$ cat src/rtl/btb_sat.sv
// ============================================================================
//  Module   : btb_sat
//  Summary  : Direct-mapped branch target buffer with per-entry N-bit
//             saturating direction counters and a predicted next-pc output.
//  Options  : BTB_STATS_EN adds lookup / hit / mispredict statistics counters.
//  Revision : 1.0 - initial release
// ============================================================================
`default_nettype none

module btb_sat #(
  parameter int PC_W     = 32,
  parameter int ENTRIES  = 16,
  parameter int CNT_BITS = 2
) (
  input  logic            CLK,
  input  logic            nRST,
  input  logic            rd_en,
  input  logic [PC_W-1:0] rd_pc,
  output logic            rd_hit,
  output logic            rd_taken,
  output logic [PC_W-1:0] rd_target,
  input  logic            wr_en,
  input  logic [PC_W-1:0] wr_pc,
  input  logic [PC_W-1:0] wr_target,
  input  logic            wr_taken,
  input  logic            flush
`ifdef BTB_STATS_EN
  ,
  output logic [31:0]     stat_lookups,
  output logic [31:0]     stat_hits,
  output logic [31:0]     stat_mispredicts
`endif
);

  localparam int c_idx_w = $clog2(ENTRIES);
  localparam int c_tag_w = PC_W - c_idx_w - 2;

  localparam logic [CNT_BITS-1:0] c_cnt_max = '1;
  localparam logic [CNT_BITS-1:0] c_cnt_wt  = CNT_BITS'(1) << (CNT_BITS - 1);
  localparam logic [CNT_BITS-1:0] c_cnt_wnt = c_cnt_wt - CNT_BITS'(1);

  logic [ENTRIES-1:0]  r_valid;
  logic [c_tag_w-1:0]  r_tag    [ENTRIES];
  logic [PC_W-1:0]     r_target [ENTRIES];
  logic [CNT_BITS-1:0] r_cnt    [ENTRIES];

  logic [c_idx_w-1:0]  w_rd_idx;
  logic [c_tag_w-1:0]  w_rd_tag;
  logic                w_rd_hit;
  logic                w_rd_taken;

  logic [c_idx_w-1:0]  w_wr_idx;
  logic [c_tag_w-1:0]  w_wr_tag;
  logic                w_wr_hit;
  logic [CNT_BITS-1:0] w_wr_cnt;
  logic [CNT_BITS-1:0] w_cnt_inc;
  logic [CNT_BITS-1:0] w_cnt_dec;

  // Lookup path: purely combinational, reads pre-edge state (no bypass).
  assign w_rd_idx   = rd_pc[c_idx_w+1:2];
  assign w_rd_tag   = rd_pc[PC_W-1:c_idx_w+2];
  assign w_rd_hit   = r_valid[w_rd_idx] && (r_tag[w_rd_idx] == w_rd_tag);
  assign w_rd_taken = w_rd_hit && r_cnt[w_rd_idx][CNT_BITS-1];

  assign rd_hit    = w_rd_hit;
  assign rd_taken  = w_rd_taken;
  assign rd_target = w_rd_taken ? r_target[w_rd_idx] : (rd_pc + PC_W'(4));

  assign w_wr_idx  = wr_pc[c_idx_w+1:2];
  assign w_wr_tag  = wr_pc[PC_W-1:c_idx_w+2];
  assign w_wr_hit  = r_valid[w_wr_idx] && (r_tag[w_wr_idx] == w_wr_tag);
  assign w_wr_cnt  = r_cnt[w_wr_idx];
  assign w_cnt_inc = (w_wr_cnt == c_cnt_max) ? w_wr_cnt : (w_wr_cnt + CNT_BITS'(1));
  assign w_cnt_dec = (w_wr_cnt == '0)        ? w_wr_cnt : (w_wr_cnt - CNT_BITS'(1));

  // Flush only drops valid bits; tag/target/cnt linger but are unreachable.
  always_ff @(posedge CLK or negedge nRST) begin
    if (!nRST) begin
      r_valid <= '0;
      for (int i = 0; i < ENTRIES; i++) begin
        r_tag[i]    <= '0;
        r_target[i] <= '0;
        r_cnt[i]    <= c_cnt_wnt;
      end
    end else if (flush) begin
      r_valid <= '0;
    end else if (wr_en) begin
      if (w_wr_hit) begin
        if (wr_taken) begin
          r_cnt[w_wr_idx]    <= w_cnt_inc;
          r_target[w_wr_idx] <= wr_target;
        end else begin
          r_cnt[w_wr_idx]    <= w_cnt_dec;
        end
      end else if (wr_taken) begin
        r_valid[w_wr_idx]  <= 1'b1;
        r_tag[w_wr_idx]    <= w_wr_tag;
        r_target[w_wr_idx] <= wr_target;
        r_cnt[w_wr_idx]    <= c_cnt_wt;
      end
    end
  end

`ifdef BTB_STATS_EN
  logic r_unused_dummy;
  logic w_mispredict;
  logic w_unused;

  // Mispredicts are judged against the pre-update prediction, flush or not.
  assign w_mispredict = wr_en && ((w_wr_hit && w_wr_cnt[CNT_BITS-1]) != wr_taken);
  assign w_unused     = ^{rd_pc[1:0], wr_pc[1:0], r_unused_dummy};

  always_ff @(posedge CLK or negedge nRST) begin
    if (!nRST) begin
      stat_lookups     <= '0;
      stat_hits        <= '0;
      stat_mispredicts <= '0;
      r_unused_dummy   <= 1'b0;
    end else begin
      if (rd_en && (stat_lookups != 32'hFFFF_FFFF))
        stat_lookups <= stat_lookups + 32'd1;
      if (rd_en && w_rd_hit && (stat_hits != 32'hFFFF_FFFF))
        stat_hits <= stat_hits + 32'd1;
      if (w_mispredict && (stat_mispredicts != 32'hFFFF_FFFF))
        stat_mispredicts <= stat_mispredicts + 32'd1;
    end
  end
`else
  logic w_unused;
  assign w_unused = ^{rd_en, rd_pc[1:0], wr_pc[1:0]};
`endif

endmodule

`default_nettype wire

$ cat config.mk
export PLATFORM = sky130hd
export DESIGN_NAME = btb_sat
export DESIGN_NICKNAME = d
export VERILOG_FILES = /design/src/rtl/btb_sat.sv
export SDC_FILE = /design/constraint.sdc
export NUM_CORES = 2
export LEC_CHECK = 0
export ABC_AREA = 0
export CELL_PAD_IN_SITES_DETAIL_PLACEMENT = 1
export CELL_PAD_IN_SITES_GLOBAL_PLACEMENT = 2
export CORE_MARGIN = 2
export CORE_UTILIZATION = 50
export CTS_CLUSTER_SIZE = 40
export DETAILED_ROUTE_END_ITERATION = 16
export PLACE_DENSITY = 0.9
export SYNTH_ARGS = -nofsm -noshare
export SYNTH_HDL_FRONTEND = slang
export SYNTH_SLANG_ARGS = --single-unit
$ cat constraint.sdc
create_clock -name CLK -period 22.6 [get_ports CLK]
set_input_delay 6.78 -clock CLK [delete_from_list [all_inputs] [get_ports CLK]]
set_output_delay 6.78 -clock CLK [all_outputs]
set_load 0.005 [all_outputs]
==> out/results.ini <==
[place]
io_buffers=132
hpwlAfterDp_mm=90.4
place_congestion=0.863
dp_cells=4475

[yosys]
synth_edf_count=0
ys_ff_latch=976
ys_warn_count=0
syn-num-nets=3377
yosysSeqAreaShare_pct=48.4
synthDistinctLibCells=73
syn_area_um2=50500
async_flop_share_pct=100
synth_ff_type=dfrtp_1
avgSynthCellArea_um2=15.4
netlist_instances=3274

[pwr]
p_sw_w=0.00126
comb_power_share_pct=16.0
cellLeakagePower_nw=25.0
seq_power_share_pct=44.9
vdd_ir_drop_max_mv=0.0657
p_clk_share_pct=39.1
intPower_w=0.00350
swShare_pct=26.5
power.density_nw_per_um2=84.1

[routing]
remaining_drc_errors=0
vias_per_cell=6.65
drt-initial-drc-count=2806
wirelength_mm=155
postRouteAntennaNets=0
vias=31129
wire_per_inst_um=33.1
first_pass_iters=5

[floorplanning]
std_cell_rows=116
die_width_um=322
die_area_um2=103000
initial_utilization_pct=50.5
io-pin-count=136
coreArea_um2=100000
die_h_um=322

[finish]
mostFrequentLayoutCells=960 x dfrtp_1, 798 x mux2_2, 363 x mux4_2, 171 x mux2_4, 131 x mux2i_1
final_util_pct=56.5
area_growth_pct=12.0
final_layout_size_suffix_gt1_share_pct=48.8
layout.nets=3388
fin_cells=4678
fillers=9054
seqCellArea_um2=24400
final_common_cell=dfrtp_1
multi_input_area_um2=24700

[worst_setup_path]
path_common_cell=nor4_1
crit_path_max_incr_delay_ps=840
worstPathCellList=buf_8 > buf_4 > mux4_2 > mux2i_1 > xnor2_1 > nor4_1 > a21oi_1 > nor4_1 > nand3_2 > mux2_2 > clkdlybuf4s50_1
cp_slowest_cell=nand3_2
crit_type=input pin to output port
end_kind=output port
worstPathMaxFanout=69
start_kind=input pin
cp.required_ps=15820
arrival_ps=12190

[timing]
fmax_mhz=52.7
worst_slew_pin_slew_ps=1170
finalClockSkew_ps=37.5
finalSetupTns_ps=0
maxSlewViolCount=0
hold_slack_ps=470
rsz0062_at_grt=false
setup_viol=0
slew_headroom_pct=22.3
fin_crit_sh_pct=83.9
min_period_ps=18970
finalHoldViolCount=0

[job]
drv_cap=0

[clock_network]
hold_buffers=0
postCtsSetupBuffers=0
cts_max_path_buffers=3
cts_resized=0
clk_latency_ps=720
clock-sinks=976
htreeDepth=3
clk_pin_slew_ps=60
numCtsBuffers=106
root_buffer=clkbuf_16
cts_tree=yes

[global_routing]
grt_pass1_wl_mm=234
track_usage_pct=30.4
antenna_found_initial=11
grt_pass1_vias=34953
grt_start_max_net_pins=199
overflow=0

[run_status]
run_status=finished clean

[worst_hold_path]
hold_class=register to register

## path summary, 6_finish.rpt
check | endpoint | cells past startpoint | slack (ps) | start
max | rd_target[12] | 11 | 3630 | rd_pc[2]
min in group asynchronous | r_tag[84]$_DFFE_PN0P_ | 1 | 6090 | nRST
min reg2reg | r_cnt[10]$_DFFE_PN1P_ | 2 | 470 | r_cnt[10]$_DFFE_PN1P_
max reg2reg | r_tag[58]$_DFFE_PN0P_ | 11 | 17620 | r_tag[263]$_DFFE_PN0P_
min | r_cnt[10]$_DFFE_PN1P_ | 2 | 470 | r_cnt[10]$_DFFE_PN1P_
max in group asynchronous | r_target[380]$_DFFE_PN0P_ | 4 | 13030 | nRST
## Yosys cell counts, drive strengths merged, types with 22 or more instances
library cell | count | area share (%)
mux2 | 971 | 23
dfrtp | 960 | 48
mux4 | 363 | 16
clkbuf | 153 | 1.1
buf | 148 | 1.7
mux2i | 131 | 2.6
xnor2 | 61 | 1.1
nand2 | 52 | 0.39
nand3 | 44 | 0.44
nor2 | 39 | 0.30
nor2b | 32 | 0.40
nor3 | 29 | 0.53
a21oi | 27 | 0.27
a22oi | 26 | 0.39
xor2 | 24 | 0.42
inv | 22 | 0.16
## routing by layer
metal  routed length [um]  global-route usage [%]
met1                62500                    40.0
met2                75700                    49.8
met3                10700                    6.07
met4                 5950                    12.0
met5                   37                       0
## cells by family (layout without fill, tap and decap cells)
group | count (synthesis) | count (layout) | share of synthesized area [%]
mux | 1465 | 1465 | 41.7
flops | 976 | 976 | 48.4
buf+inv | 325 | 423 | 2.97
simple gates | 246 | 246 | 2.75
compound gates | 174 | 174 | 2.57
xor+xnor | 85 | 85 | 1.48
fa+ha+maj | 3 | 3 | 0.0645
other cells | 0 | 8 | 0
## cell type report
type | instances | share of cell area, %
multi-input cells | 1973 | 43.7
flip-flops and latches | 976 | 43.3
clock buffers | 149 | 5.42
repair buffers | 204 | 3.39
well taps | 1298 | 2.87
clock inverters | 46 | 1.18
inverters | 24 | 0.159
diodes | 8 | 0.0354
## power groups by stage
stage	clock network, W	registers, W	logic (W)
6_report	0.00186	0.00213	0.000761
3_3_place_gp	0	0.00212	0.000716
4_1_cts	0.00188	0.00213	0.000763
2_1_floorplan	0	0.00209	0.000540
5_1_grt	0.00195	0.00216	0.000808
3_5_place_dp	0	0.00215	0.000754
## through the flow
stage,instance area [um^2],setup WS [ps],power [W]
after CTS,56500,3560,0.00477
after global placement,52800,3600,0.00283
final,56500,3630,0.00475
after detailed placement,52800,3620,0.00291
after global routing,56500,3240,0.00492
after floorplan,50500,5710,0.00263
## sequential cells by signal, indices dropped and copies added, names as in the netlist
| signal | count |
|---|---|
| r_cnt | 32 |
| r_tag | 416 |
| r_target | 512 |
| r_valid | 16 |
## critical path: cells and delay by family
family / cells / cell delay, ps
simple gates: 3 / 1560
buf+inv: 3 / 1950
xor+xnor: 1 / 140
mux: 3 / 1470
compound gates: 1 / 180
Note: power is estimated with default switching activity, not from simulation.
